===== src/rtl/uart_cam_pkg.sv =====
// Shared types and constants for the camera frame UART dump path.
// Frame geometry, default command bytes and the streamer state encoding.
package uart_cam_pkg;

  localparam int FRAME_W     = 160;
  localparam int FRAME_H     = 120;
  localparam int FRAME_BYTES = FRAME_W * FRAME_H;

  localparam logic [7:0] START_CMD_DEF = 8'h53;
  localparam logic [7:0] ABORT_CMD_DEF = 8'h58;

  typedef enum logic [2:0] {
    IDLE,
    RD_REQ,
    RD_CAP,
    TX_WAIT_RDY,
    TX_STROBE,
    TX_ACK,
    TX_DONE
  } state_e;

endpackage


===== src/rtl/uart_tx_handshake.sv =====
// Per-byte strobe/ready handshake towards the UART transmitter.
// Owns the strobe counter and the abort-at-byte-boundary flag.
module uart_tx_handshake
  import uart_cam_pkg::*;
#(
  parameter int STROBE_CYCLES = 3
) (
  input  logic clk,
  input  logic rst,
  input  logic byte_go_i,
  input  logic abort_i,
  input  logic tx_ready_i,
  output logic tx_start_o,
  output logic byte_sent_o,
  output logic aborted_o
);

  localparam int CNT_W = $clog2(STROBE_CYCLES) + 1;
  localparam logic [CNT_W-1:0] CNT_LAST =
    CNT_W'(STROBE_CYCLES - 1);

  state_e           state_q, state_d;
  logic [CNT_W-1:0] cnt_q, cnt_d;
  logic             abort_q, abort_d;

  always_ff @(posedge clk or posedge rst) begin
    if (rst) begin
      state_q <= IDLE;
      cnt_q   <= '0;
      abort_q <= 1'b0;
    end else begin
      state_q <= state_d;
      cnt_q   <= cnt_d;
      abort_q <= abort_d;
    end
  end

  assign tx_start_o = (state_q == TX_STROBE);

  // An abort before the strobe drops the byte; later it only ends the dump.
  assign byte_sent_o =
    ((state_q == TX_WAIT_RDY) && abort_i) ||
    ((state_q == TX_DONE) && tx_ready_i);
  assign aborted_o = abort_q | abort_i;

  always_comb begin
    state_d = state_q;
    cnt_d   = cnt_q;
    abort_d = abort_q;
    unique case (state_q)
      TX_WAIT_RDY: begin
        if (abort_i) begin
          state_d = IDLE;
          abort_d = 1'b0;
        end else if (tx_ready_i) begin
          state_d = TX_STROBE;
          cnt_d   = '0;
        end
      end
      TX_STROBE: begin
        abort_d = abort_q | abort_i;
        if (cnt_q == CNT_LAST) begin
          state_d = TX_ACK;
        end else begin
          cnt_d = cnt_q + 1'b1;
        end
      end
      TX_ACK: begin
        abort_d = abort_q | abort_i;
        if (!tx_ready_i) begin
          state_d = TX_DONE;
        end
      end
      TX_DONE: begin
        abort_d = abort_q | abort_i;
        if (tx_ready_i) begin
          abort_d = 1'b0;
          state_d = byte_go_i ? TX_WAIT_RDY : IDLE;
        end
      end
      default: begin
        if (byte_go_i) begin
          state_d = TX_WAIT_RDY;
          abort_d = 1'b0;
        end
      end
    endcase
  end

endmodule


===== src/rtl/uart_frame_streamer.sv =====
// Command-driven frame RAM to UART TX dump stage.
// Optional checksum trailer byte: UART_FRAME_STREAMER_CHECKSUM_EN.
module uart_frame_streamer
  import uart_cam_pkg::*;
#(
  parameter int         ADDR_W           = 16,
  parameter int         FRAME_LEN        = FRAME_BYTES,
  parameter logic [7:0] START_CMD        = START_CMD_DEF,
  parameter logic [7:0] ABORT_CMD        = ABORT_CMD_DEF,
  parameter int         TX_STROBE_CYCLES = 3
) (
  input  logic              clk,
  input  logic              rst,
  input  logic [7:0]        rx_data,
  input  logic              rx_valid,
  output logic [ADDR_W-1:0] ram_addr,
  output logic              ram_rd_en,
  input  logic [7:0]        ram_rd_data,
  output logic [7:0]        tx_data,
  output logic              tx_start,
  input  logic              tx_ready,
  output logic              busy,
  output logic              frame_done
);

  localparam logic [ADDR_W-1:0] LAST_ADDR =
    ADDR_W'(FRAME_LEN - 1);

  state_e            state_q, state_d;
  logic [ADDR_W-1:0] addr_q, addr_d;
  logic [7:0]        txd_q, txd_d;
  logic              fd_q, fd_d;
  logic              go, sent, aborted, clr;
  logic              start_cmd, abort_cmd;

`ifdef UART_FRAME_STREAMER_CHECKSUM_EN
  logic [7:0] csum_q, csum_d;
  logic       trl_q, trl_d;
`endif

  assign start_cmd = rx_valid && (rx_data == START_CMD);
  assign abort_cmd = rx_valid && (rx_data == ABORT_CMD);

  uart_tx_handshake #(
    .STROBE_CYCLES(TX_STROBE_CYCLES)
  ) u_hs (
    .clk        (clk),
    .rst        (rst),
    .byte_go_i  (go),
    .abort_i    (abort_cmd),
    .tx_ready_i (tx_ready),
    .tx_start_o (tx_start),
    .byte_sent_o(sent),
    .aborted_o  (aborted)
  );

  always_ff @(posedge clk or posedge rst) begin
    if (rst) begin
      state_q <= IDLE;
      addr_q  <= '0;
      txd_q   <= '0;
      fd_q    <= 1'b0;
`ifdef UART_FRAME_STREAMER_CHECKSUM_EN
      csum_q  <= '0;
      trl_q   <= 1'b0;
`endif
    end else begin
      state_q <= state_d;
      addr_q  <= addr_d;
      txd_q   <= txd_d;
      fd_q    <= fd_d;
`ifdef UART_FRAME_STREAMER_CHECKSUM_EN
      csum_q  <= csum_d;
      trl_q   <= trl_d;
`endif
    end
  end

  // TX_WAIT_RDY here stands for the whole handshake phase of u_hs.
  always_comb begin
    state_d = state_q;
    addr_d  = addr_q;
    txd_d   = txd_q;
    fd_d    = 1'b0;
    go      = 1'b0;
    clr     = 1'b0;
`ifdef UART_FRAME_STREAMER_CHECKSUM_EN
    csum_d  = csum_q;
    trl_d   = trl_q;
`endif
    unique case (state_q)
      IDLE: begin
        if (start_cmd) begin
          state_d = RD_REQ;
          addr_d  = '0;
`ifdef UART_FRAME_STREAMER_CHECKSUM_EN
          csum_d  = '0;
          trl_d   = 1'b0;
`endif
        end
      end
      RD_REQ: begin
        if (abort_cmd) clr = 1'b1;
        else state_d = RD_CAP;
      end
      RD_CAP: begin
        if (abort_cmd) begin
          clr = 1'b1;
        end else begin
          txd_d   = ram_rd_data;
          go      = 1'b1;
          state_d = TX_WAIT_RDY;
`ifdef UART_FRAME_STREAMER_CHECKSUM_EN
          csum_d  = csum_q + ram_rd_data;
`endif
        end
      end
      default: begin
        if (sent) begin
          if (aborted) begin
            clr = 1'b1;
`ifdef UART_FRAME_STREAMER_CHECKSUM_EN
          end else if (trl_q) begin
            fd_d    = 1'b1;
            addr_d  = '0;
            state_d = IDLE;
          end else if (addr_q == LAST_ADDR) begin
            trl_d = 1'b1;
            txd_d = csum_q;
            go    = 1'b1;
`else
          end else if (addr_q == LAST_ADDR) begin
            fd_d    = 1'b1;
            addr_d  = '0;
            state_d = IDLE;
`endif
          end else begin
            addr_d  = addr_q + 1'b1;
            state_d = RD_REQ;
          end
        end
      end
    endcase
    if (clr) begin
      state_d = IDLE;
      addr_d  = '0;
`ifdef UART_FRAME_STREAMER_CHECKSUM_EN
      csum_d  = '0;
      trl_d   = 1'b0;
`endif
    end
  end

  assign ram_addr   = addr_q;
  assign ram_rd_en  = (state_q == RD_REQ);
  assign tx_data    = txd_q;
  assign busy       = (state_q != IDLE);
  assign frame_done = fd_q;

endmodule


===== config.mk =====
export PLATFORM = sky130hd
export DESIGN_NAME = uart_frame_streamer
export DESIGN_NICKNAME = d
export VERILOG_FILES = /design/src/rtl/uart_cam_pkg.sv /design/src/rtl/uart_tx_handshake.sv /design/src/rtl/uart_frame_streamer.sv
export SDC_FILE = /design/constraint.sdc
export NUM_CORES = 1
export LEC_CHECK = 0
export BUFFER_PORTS_ARGS = -buffer_cell sky130_fd_sc_hd__buf_2
export CAP_MARGIN = 10
export CORE_MARGIN = 3
export CORE_UTILIZATION = 40
export DETAILED_ROUTE_END_ITERATION = 8
export SYNTH_ARGS = -nofsm -noshare
export SYNTH_HDL_FRONTEND = slang
export SYNTH_SLANG_ARGS = --single-unit

===== constraint.sdc =====
create_clock -name clk -period 3.19 [get_ports clk]
set_clock_uncertainty 0.2 [all_clocks]
set_input_delay 0.1595 -clock clk [delete_from_list [all_inputs] [get_ports clk]]
set_output_delay 0.1595 -clock clk [all_outputs]
set_load 0.02 [all_outputs]

Word-level counts from Yosys, hierarchy flattened
Index checks and enable logic that the tools add are counted.
Widths: inputs -> output; s select.

word-level totals
  register bits after elaboration = 35
  word-level logic and storage cells = 96
  input bits = 20
  output and inout bits = 28

operators by class
  muxes and demuxes = 40
  add/subtract/negate cells = 2
  reductions and logical operators = 21
  bitwise operators = 2
  equal/unequal tests = 24

operators by type and width
  cell                   count
  $mux 16                5
  $mux 3                 15
  $pmux 16 s2            1
  $add 16x1->16 const B  1
  $eq 16x15->1 const B   1
  $eq 8x7->1 const B     2
  $mux 1                 13
  $pmux 3 s4             1
  $ne 2x2->1 const B     5
  $reduce_and 5->1       2
  $reduce_bool 5->1      2
  $eq 3x2->1 const B     3
  $eq 3x3->1 const B     3
  $ne 3x3->1 const B     3
  $pmux 3 s3             1
  $reduce_and 4->1       2
  $ne 2x1->1 const B     3
  $pmux 3 s2             1
  $reduce_bool 3->1      2
  $ne 5x2->1 const B     1
  $logic_and 1x1->1      4
  $reduce_and 2->1       2
  $reduce_bool 4->1      1
  $reduce_or 2->1        2
  13 further kinds       13

Logic depth before layout (Yosys ltp)
Gate-level depths: netlist of the first run.

  word-level depth = 8
  depth in mapped cells = 9

By module
From an unflattened synthesis of the first run, not the netlist that was laid out.

second synthesis, totals
  cell total of the unflattened synthesis = 228
  area, all modules = 2,110.8 um^2

by module, submodules not included
  module               instances  sequential area each (um^2)  cells each  area each (um^2)
  uart_frame_streamer  1          675.6                        166         1,596.5
  uart_tx_handshake    1          175.2                        62          514.2

Least setup slack after synthesis of the first run
Ideal clock, no wire load.

  kind = register -> register
  start = register addr_q[8] (netlist: ram_addr[8])
  end = register addr_q[11] (netlist: ram_addr[11])
  arrival time = 1.986 ns
  path buffers = 2
  slack = 0.871 ns
  cell stages (with the launch flop) = 8
  cells stage by stage = dfrtp_1 > buf_6 > or4b_4 > o41ai_4 > buf_6 > a41oi_1 > o211ai_1 > o41ai_1

on the way
  cells in the longest elaborated chain, start to end = 6
  elaborated cells on any way between the ends = 7
  classes of those cells = 1 x add/sub; 1 x eq/ne; 5 x mux

ends and longest elaborated chain
  element                                               RTL line                                                source
  from (decl)                                           uart_frame_streamer.sv:30                               logic [ADDR_W-1:0] addr_q, addr_d;
  from (signal assigned)                                uart_frame_streamer.sv:69                               addr_q <= addr_d;
  $add 16x1->16 / $eq 16x15->1 (equally long branches)  uart_frame_streamer.sv:138, uart_frame_streamer.sv:132
  $mux 16 (*)                                           uart_frame_streamer.sv:132                              end else if (addr_q == LAST_ADDR) begin
  $mux 16 (*)                                           uart_frame_streamer.sv:120                              if (aborted) begin
  $mux 16 (*)                                           uart_frame_streamer.sv:119                              if (sent) begin
  $pmux 16 s2 (*)                                       uart_frame_streamer.sv:91                               unique case (state_q)
  $mux 16 (*)                                           uart_frame_streamer.sv:144                              if (clr) begin

Every way passes the cells marked *; elsewhere a longest branch is shown, timed or not. The select of a mux whose other input is x is not followed.
A chain may end at the register's enable or synchronous reset.

Worst setup path after layout of the first run
  start = register state_q[0]
  end = register addr_q[8] (netlist: ram_addr[8])

on the way
  cells in the longest elaborated chain, start to end = 5
  elaborated cells on any way between the ends = 12
  classes of those cells = 5 x eq/ne; 3 x mux; 4 x reduce/logical

ends and longest elaborated chain
  element                                          RTL line                   source
  from (decl)                                      uart_frame_streamer.sv:29  state_e state_q, state_d;
  from (signal assigned)                           uart_frame_streamer.sv:68  state_q <= state_d;
  $eq 3x1->1 / $eq 3x2->1 (equally long branches)  uart_frame_streamer.sv:91
  $reduce_or 2->1 (no line)                        --
  $pmux 1 s2                                       uart_frame_streamer.sv:91
  $ne 3x1->1 (no line) (tied with other cells)     --
  $reduce_and 4->1 (no line)                       --

Parallel ways exist; a longest one is shown, timed or not.

==> out/qor.csv, run 1 <==
metric,value,unit
status,"finished, final reports clean",
syn_inst,229,
clk_latency,0.28,ns
place_congestion,0.8238,
synthArstFlopShare,1.000,
crit_type,flip-flop to flip-flop,
track_usage,0.1783,
syn_area,0.002176,mm^2
min_period_over_period,0.8211,
synth_area_per_cell,9.501,um^2
grt_pass1_wl,9032,um
wl_per_cell,14.83,um
dp.cells,334,
initial_core_util,0.4207,
worstSetupStartpointType,flip-flop,
rrSetupSlack,0.57,ns
final_antenna_net_count,0,
rsz0062_at_grt,no,
required,3.19,ns
r2r-start,state_q[0],
whs,0.2410,ns
synthTopCellsByArea,"dfrtp_1, mux2_2, ha_1, a21oi_1, o41ai_1",
syn-num-nets,256,
io_pins,48,
die_x,79.76,um
r2r_cells,8,
htreeDepth,2,
fin_nets,308,
critPathTopFamily,compound AO/OA/AOI/OAI gates,
grt_pass1_vias,1839,
grt_start_max_net_pins,35,
fin_crit,2.619,ns
p_per_area,773.5,mW/mm^2
antenna_cells,0,
cts_setup_buffers,0,
port_buffers,47,
mostFrequentLayoutCells,"buf_2, dfrtp_1, nor2_1",
final_common_cell,buf_2,
synth_seq_cells,34,
hold_path.class,input pin to flip-flop,
antenna_found_initial,0,
drive_gt1_frac,0.2908,
max_slew_margin,0.4804,
wl,5220,um
row_count,26,
whs_path_depth,5,
clkTransAtPathRegs,0.07,ns
crit_cells,8,
fin_cells,352,
worst_pin_slew,0.7787,ns
whs_endpoint,ram_addr[4],
via_per_inst,5.608,
crit_chain,"inv_1, ha_1, and4b_1, nand3_1, a2bb2oi_2, buf_4, o211ai_1, o21ai_0",
path_max_fanout,17,
critPathMaxStageDelay,0.62,ns
slowest_stage,a2bb2oi_2,
synth.distinct_cells,59,
arrival,2.62,ns
maxCapViolations,0,
area_growth,21.79,%
synth_top_area_frac,0.3910,
reg2reg_to,ram_addr[8],
drc,0,
cp-startpoint,state_q[0],
synth_top_cell_by_area,dfrtp_1,
clkSinkCount,34,
cts_root_buf,clkbuf_8,
fin_area,0.002650,mm^2
placed_area,0.002440,mm^2
grt_overflow,0,
setup_viol,0,
slew_violations,0,
cp-end-kind,flip-flop,
firstDrtPassIters,4,
finalHoldViolCount,0,
dr_total_vias,1974,
synth_edf_count,0,
numCtsBuffers,5,
yosysWarnings,0,
dp_slack,0.5909,ns
power.leakage,1.177,nW
min_from,rx_data[2],
critPathBufInv,2,
setup_ws,0.5707,ns
die_y,79.76,um
fmax,381.8,MHz
ir_worst_vdd,0.0003957,V
drt-initial-drc-count,144,
hpwl,3558,um
dieArea,0.006361,mm^2
ys_seq_area_frac,0.3910,
synth_ff_type,dfrtp_1,
tns,0,ns
cts_tree,built,
coreArea,0.005172,mm^2
clockBufferDepth,2,
-- stage by stage --
stage / utilization / power (mW)
floorplan: - / 1.469
global placement: 0.4717 / 1.676
detailed placement: 0.4717 / 1.682
CTS: 0.5123 / 2.074
global route: 0.5123 / 2.240
finish: 0.5123 / 2.050
-- metal layers --
layer,vias to the layer above,wire [um],share of wire,track usage
met5,-,0,0,0
met4,0,51,0.0098,0.04899
met3,6,289,0.055,0.04176
met2,46,2413,0.46,0.2805
met1,943,2467,0.47,0.2454
li1,979,-,-,-
-- worst reg2reg max path, delay by kind of cell (launching register included) --
| family | cells | cell delay, ns |
|---|---|---|
| buffers and inverters | 2 | 0.40 |
| DFF | 1 | 0.40 |
| AOI/OAI and AO/OA | 3 | 0.86 |
| and+or+nand+nor | 2 | 0.37 |
| adders and majority gates | 1 | 0.32 |
-- where the power goes --
| part | switching, mW | internal (mW) |
|---|---|---|
| combinational | 0.553 | 0.429 |
| sequential | 0.138 | 0.554 |
| clock | 0.157 | 0.218 |
| total | 0.849 | 1.20 |
-- logic make-up (layout without fill, tap and decap cells) --
group                      count (synthesis)  after routing  share of synthesized area
xor gates and xnor gates                   1              1                   0.004026
and+or+nand+nor                           79             79                     0.2018
adders and majority gates                  7              7                    0.04025
DFF                                       34             34                     0.3910
AOI/OAI and AO/OA                         71             71                     0.2484
muxes                                     11             11                    0.05636
buffers and inverters                     26             79                    0.05808
-- cell usage after synthesis, types with 2 or more instances --
cell and instances:
a211oi_1 2, a21oi_1 14, a31oi_1 5, a41oi_1 2, and3_1 3, buf_2 5, buf_6 3, clkbuf_1 7
dfrtp_1 34, ha_1 7, inv_1 10, mux2_2 10, nand2_1 15, nand2b_1 2, nand3_1 10, nand3b_1 4
nand4_1 4, nor2_1 18, nor2b_1 2, nor3_1 4, nor4_1 2, o211ai_1 9, o211ai_2 4, o21ai_0 6
o21ai_1 3, o22ai_1 2, o31ai_1 2, o41ai_1 8, or3_1 2
-- layout make-up --
class                           instances  area (um^2)
Multi-Input combinational cell        169         1199
Clock buffer                            8        110.1
Tap cell                               70        87.58
Inverter                               10        37.54
Fill cell                             498         2522
Sequential cell                        34        850.8
Timing Repair Buffer                   61        365.4
-- registers in the layout, indices dropped and copies added, names as in the netlist --
name,cells
state_q,2
tx_data,8
ram_addr,16
frame_done,1
u_hs.cnt_q,3
u_hs.abort_q,1
u_hs.state_q,3
-- timing repair --
action	4_1_cts	5_1_grt
resized for setup	0	0
endpoints found under the hold margin	43	0
hold buffers	10	0
-- how the worst max path moves through the flow --
stage and to:
3_3_place_gp ram_addr[10], 5_1_grt ram_addr[11], 3_5_place_dp ram_addr[10], 6_report ram_addr[8], 2_1_floorplan ram_addr[11], 4_1_cts ram_addr[8]
No activity file was read; power rests on OpenSTA's default activity.
==> run 2, diff against run 1 <==
==> constraint.sdc (replaced) <==
create_clock -name clk -period 2.55 [get_ports clk]
set_clock_uncertainty 0.2 [all_clocks]
set_input_delay 0.1275 -clock clk [delete_from_list [all_inputs] [get_ports clk]]
set_output_delay 0.1275 -clock clk [all_outputs]
set_load 0.02 [all_outputs]
==> run 2 against run 1 <==
Clock power increased by 62%. Non-clock buffer count increased by 12. Count of clock-buffer cells in the layout decreased by 3. Critical path type unchanged. Critical path depth decreased by 2. Hold slack got worse by 0.028 ns. Final area increased by 4.7%. Combinational power increased by 42%. Maximum frequency increased by 12%. Register-to-register slack got worse by 0.36 ns. Global-route usage increased by 0.63 points.
==> out/qor.csv, run 2 (same netlist as run 1, synthesis figures left out) <==
metric,value,unit
power.internal,1.680,mW
power_frac_seq,0.285,
crit_type,flip-flop to flip-flop,
cts_root_buf,clkbuf_8,
path_max_fanout,14,
p_per_area,1007,mW/mm^2
dp.cells,346,
critPathMaxStageDelay,0.56,ns
wl_per_cell,14.84,um
fin_cells,364,
cp-end-kind,flip-flop,
clkTransAtPathRegs,0.07,ns
wl,5400,um
p_comb_frac,0.498,
rrSetupSlack,0.21,ns
clk_latency,0.29,ns
critPathTopFamily,compound AO/OA/AOI/OAI gates,
ir_worst_vdd,0.0005205,V
grt_pass1_vias,1912,
slowest_stage,or4b_4,
hpwl,3809,um
pwr-share-clk,0.217,
final_common_cell,buf_2,
antenna_found_initial,0,
dieArea,0.006361,mm^2
fin_nets,320,
clockBufferDepth,2,
cts_setup_buffers,0,
final_antenna_net_count,0,
numCtsBuffers,5,
via_per_inst,5.514,
cts_tree,built,
track_usage,0.1846,
place_congestion,0.8215,
worst_pin_slew,0.5329,ns
grt_overflow,0,
whs,0.2132,ns
initial_core_util,0.4207,
row_count,26,
power.leakage,1.247,nW
p_sw,1.113,mW
mostFrequentLayoutCells,"buf_2, dfrtp_1, nor2_1",
coreArea,0.005172,mm^2
status,"finished, final reports clean",
final_core_util,0.5363,
fin_crit,2.337,ns
port_buffers,47,
num-fill-cells,478,
max_slew_margin,0.6434,
drive_gt1_frac,0.3231,
fmax,427.9,MHz
die_y,79.76,um
drc,0,
arrival,2.30,ns
tns,0,ns
clkSinkCount,34,
firstDrtPassIters,4,
slew_violations,0,
die_x,79.76,um
drt-initial-drc-count,187,
setup_viol,0,
grt_start_max_net_pins,35,
power,2.792,mW
finalHoldViolCount,0,
crit_chain,"or4b_4, o41ai_4, buf_4, a41oi_1, o211ai_1, o41ai_1",
largest_reg_flops,16,
grt_pass1_wl,9190,um
worstSetupStartpointType,flip-flop,
maxCapViolations,0,
critPathBufInv,1,
htreeDepth,2,
io_pins,48,
required,2.52,ns
rsz0062_at_grt,no,
area_growth,27.49,%
dr_total_vias,2007,
antenna_cells,0,
p_sw_frac,0.3984,
min_period_over_period,0.9165,
hold_path.class,input pin to flip-flop,
[run 2: cell count changes in the layout (fill, tap and decap cells not counted), sizes merged]
cell    previous run  this run
clkbuf             8         5
bufinv             0         2
buf               51        63
clkinv             0         1
[run 2: what timing repair did]
item	in CTS	in global routing
setup endpoints to repair	0	1
resized for setup	0	1
endpoints found under the hold margin	43	0
hold buffers	10	0
[run 2: final timing paths]
path                                     from              end  cells past startpoint
max in group asynchronous                 rst       frame_done                      4
worst max-delay path             ram_addr[10]     ram_addr[11]                      6
worst min register to register  u_hs.cnt_q[2]    u_hs.cnt_q[2]                      1
worst min-delay path               rx_data[2]  u_hs.state_q[2]                      5
min in group asynchronous                 rst      ram_addr[0]                      4
worst max register to register   ram_addr[10]     ram_addr[11]                      6
[run 2: per-layer routing]
layer  routed length, um  part of all wire  track usage  vias to the layer above
met5                   0                 0            0                        -
met4                  45            0.0083      0.05068                        0
met3                 254             0.047      0.03950                        4
met2                2426              0.45       0.2788                       48
met1                2674              0.50       0.2668                      950
li1                    -                 -            -                     1005
[run 2: power by group through the flow]
stage          Sequential [mW]  Combinational, mW  Clock [mW]
6_report                 0.796               1.39       0.606
5_1_grt                  0.820               1.55       0.647
4_1_cts                  0.796               1.39       0.624
3_5_place_dp             0.806               1.37           0
3_3_place_gp             0.800               1.36           0
2_1_floorplan            0.894              0.943           0
[run 2: layout make-up]
class                           instances  area, um^2  share of cell area
Timing Repair Buffer                   73       455.4              0.1642
Clock inverter                          3       68.82             0.02481
Inverter                               10       37.54             0.01353
Clock buffer                            5       68.82             0.02481
Multi-Input combinational cell        169        1205              0.4344
Tap cell                               70       87.58             0.03157
Sequential cell                        34       850.8              0.3067
[run 2: per-stage QoR]
| stage | area, um^2 | setup slack (ns) |
|---|---|---|
| 2_1_floorplan | 2176 | 0.2310 |
| 3_3_place_gp | 2530 | 0.2733 |
| 6_report | 2774 | 0.2130 |
| 4_1_cts | 2768 | 0.2173 |
| 3_5_place_dp | 2530 | 0.2180 |
| 5_1_grt | 2774 | 0.02671 |
[run 2: worst register-to-register path: cells and delay by family (launching register included)]
kind            cells  cell delay (ns)
compound gates      4             0.73
buf+inv             1             0.27
flops               1             0.44
simple gates        1             0.56
==> run 3, diff against run 2 <==
--- a/config.mk
+++ b/config.mk
@@ -7,9 +7,11 @@
 export LEC_CHECK = 0
 export BUFFER_PORTS_ARGS = -buffer_cell sky130_fd_sc_hd__buf_2
 export CAP_MARGIN = 10
+export CORE_ASPECT_RATIO = 0.9
 export CORE_MARGIN = 3
 export CORE_UTILIZATION = 40
 export DETAILED_ROUTE_END_ITERATION = 8
+export SKIP_CTS_REPAIR_TIMING = 1
 export SYNTH_ARGS = -nofsm -noshare
 export SYNTH_HDL_FRONTEND = slang
 export SYNTH_SLANG_ARGS = --single-unit
==> run 3 against run 2 <==
Hold slack improved by 0.0047 ns. Clock power is essentially flat. Cell count decreased by 2.2%. Utilization is 0.66 points higher. Count of clock-buffer cells in the layout unchanged. Register-to-register slack better by 0.07 ns. Setup slack improved by 0.069 ns. Highest routed layer unchanged.
==> out/qor.csv, run 3 (same netlist as run 1, synthesis figures left out) <==
metric,value,unit
place_congestion,0.8132,
crit_type,flip-flop to flip-flop,
die_y,75.97,um
hold_path.class,input pin to flip-flop,
p_per_area,1022,mW/mm^2
wl,5492,um
fin_crit,2.268,ns
drt-initial-drc-count,87,
dp.cells,338,
clk_latency,0.29,ns
fin_area,0.002739,mm^2
initial_core_util,0.4313,
largest_reg_flops,16,
maxCapViolations,0,
r2r_cells,6,
path_max_fanout,8,
power.leakage,1.231,nW
setup_ws,0.2816,ns
min_period_over_period,0.8896,
grt_start_max_net_pins,35,
fin_cells,356,
track_usage,0.1713,
ir_worst_vdd,0.0005061,V
met1Wirelength,2782,um
wl_met2,2306,um
grt_pass1_wl,9094,um
cts_tree,built,
tns,0,ns
dieArea,0.006362,mm^2
clkSinkCount,34,
slew_violations,0,
die_x,83.75,um
mostFrequentLayoutCells,"buf_2, dfrtp_1, nor2_1",
arrival,2.25,ns
reg2reg_to,ram_addr[5],
final_antenna_net_count,0,
placed_area,0.002501,mm^2
dp_slack,0.2887,ns
cp-startpoint,state_q[0],
whs_endpoint,u_hs.state_q[2],
wl_per_cell,15.43,um
clkTransAtPathRegs,0.08,ns
power,2.798,mW
fin_nets,317,
rrSetupSlack,0.28,ns
finalHoldViolCount,0,
whs,0.2179,ns
whs_path_depth,5,
grt_pass1_vias,1849,
crit_chain,"inv_1, ha_1, nor4_1, a2bb2oi_2, or2_1, o41ai_1",
critPathMaxStageDelay,0.41,ns
firstDrtPassIters,4,
required,2.53,ns
wl_met3,360,um
status,"finished, final reports clean",
num-fill-cells,470,
slowest_stage,dfrtp_1,
via_per_inst,5.593,
max_slew_margin,0.6395,
area_growth,25.88,%
rsz0062_at_grt,no,
worst_pin_slew,0.5387,ns
worstSetupStartpointType,flip-flop,
antenna_cells,0,
clockBufferDepth,2,
htreeDepth,2,
fmax,440.8,MHz
drc,0,
dr_total_vias,1991,
grt_overflow,0,
top_layer_used,met4,
final_core_util,0.5429,
hpwl,3796,um
cp-end-kind,flip-flop,
cts_root_buf,clkbuf_8,
antenna_found_initial,0,
min_from,rx_data[0],
numCtsBuffers,5,
r2r-start,state_q[0],
drive_gt1_frac,0.3127,
io_pins,48,
port_buffers,47,
final_common_cell,buf_2,
setup_viol,0,
coreArea,0.005045,mm^2
row_count,24,
## run 3: cell count changes in the layout (fill, tap and decap cells not counted), sizes merged
cell,change
buf,-3
## run 3: final cells by class
type | instances | area, um^2 | share of cell area
well taps | 65 | 81.33 | 0.02969
repair buffers | 70 | 432.9 | 0.1581
clock inverters | 3 | 68.82 | 0.02513
flip-flops and latches | 34 | 850.8 | 0.3106
inverters | 10 | 37.54 | 0.01370
clock buffers | 5 | 68.82 | 0.02513
multi-input cells | 169 | 1199 | 0.4376
## run 3: worst max-delay path by stage
stage,slack (ns),to,depth (start not counted)
final,0.28,ram_addr[5],6
after global routing,0.10,ram_addr[5],7
after global placement,0.31,ram_addr[1],6
after floorplan,0.23,ram_addr[11],7
after detailed placement,0.29,ram_addr[5],6
after CTS,0.26,ram_addr[5],6
## run 3: worst max-delay path: cells and delay by family, from the launching register on
kind	cells	cell delay [ns]
adders and majority gates	1	0.37
DFF	1	0.41
and+or+nand+nor	2	0.61
buffers and inverters	1	0.08
AOI/OAI and AO/OA	2	0.49
## run 3: metal layers
layer  track usage  up-vias
li1              -      994
met5             0        -
met2        0.2210       56
met1        0.2680      936
met3       0.05730        5
met4       0.04502        0
## run 3: where the power goes
group,total [mW],switching (mW),internal (mW)
Combinational,1.39,0.795,0.592
Clock,0.605,0.213,0.392
Sequential,0.806,0.113,0.693
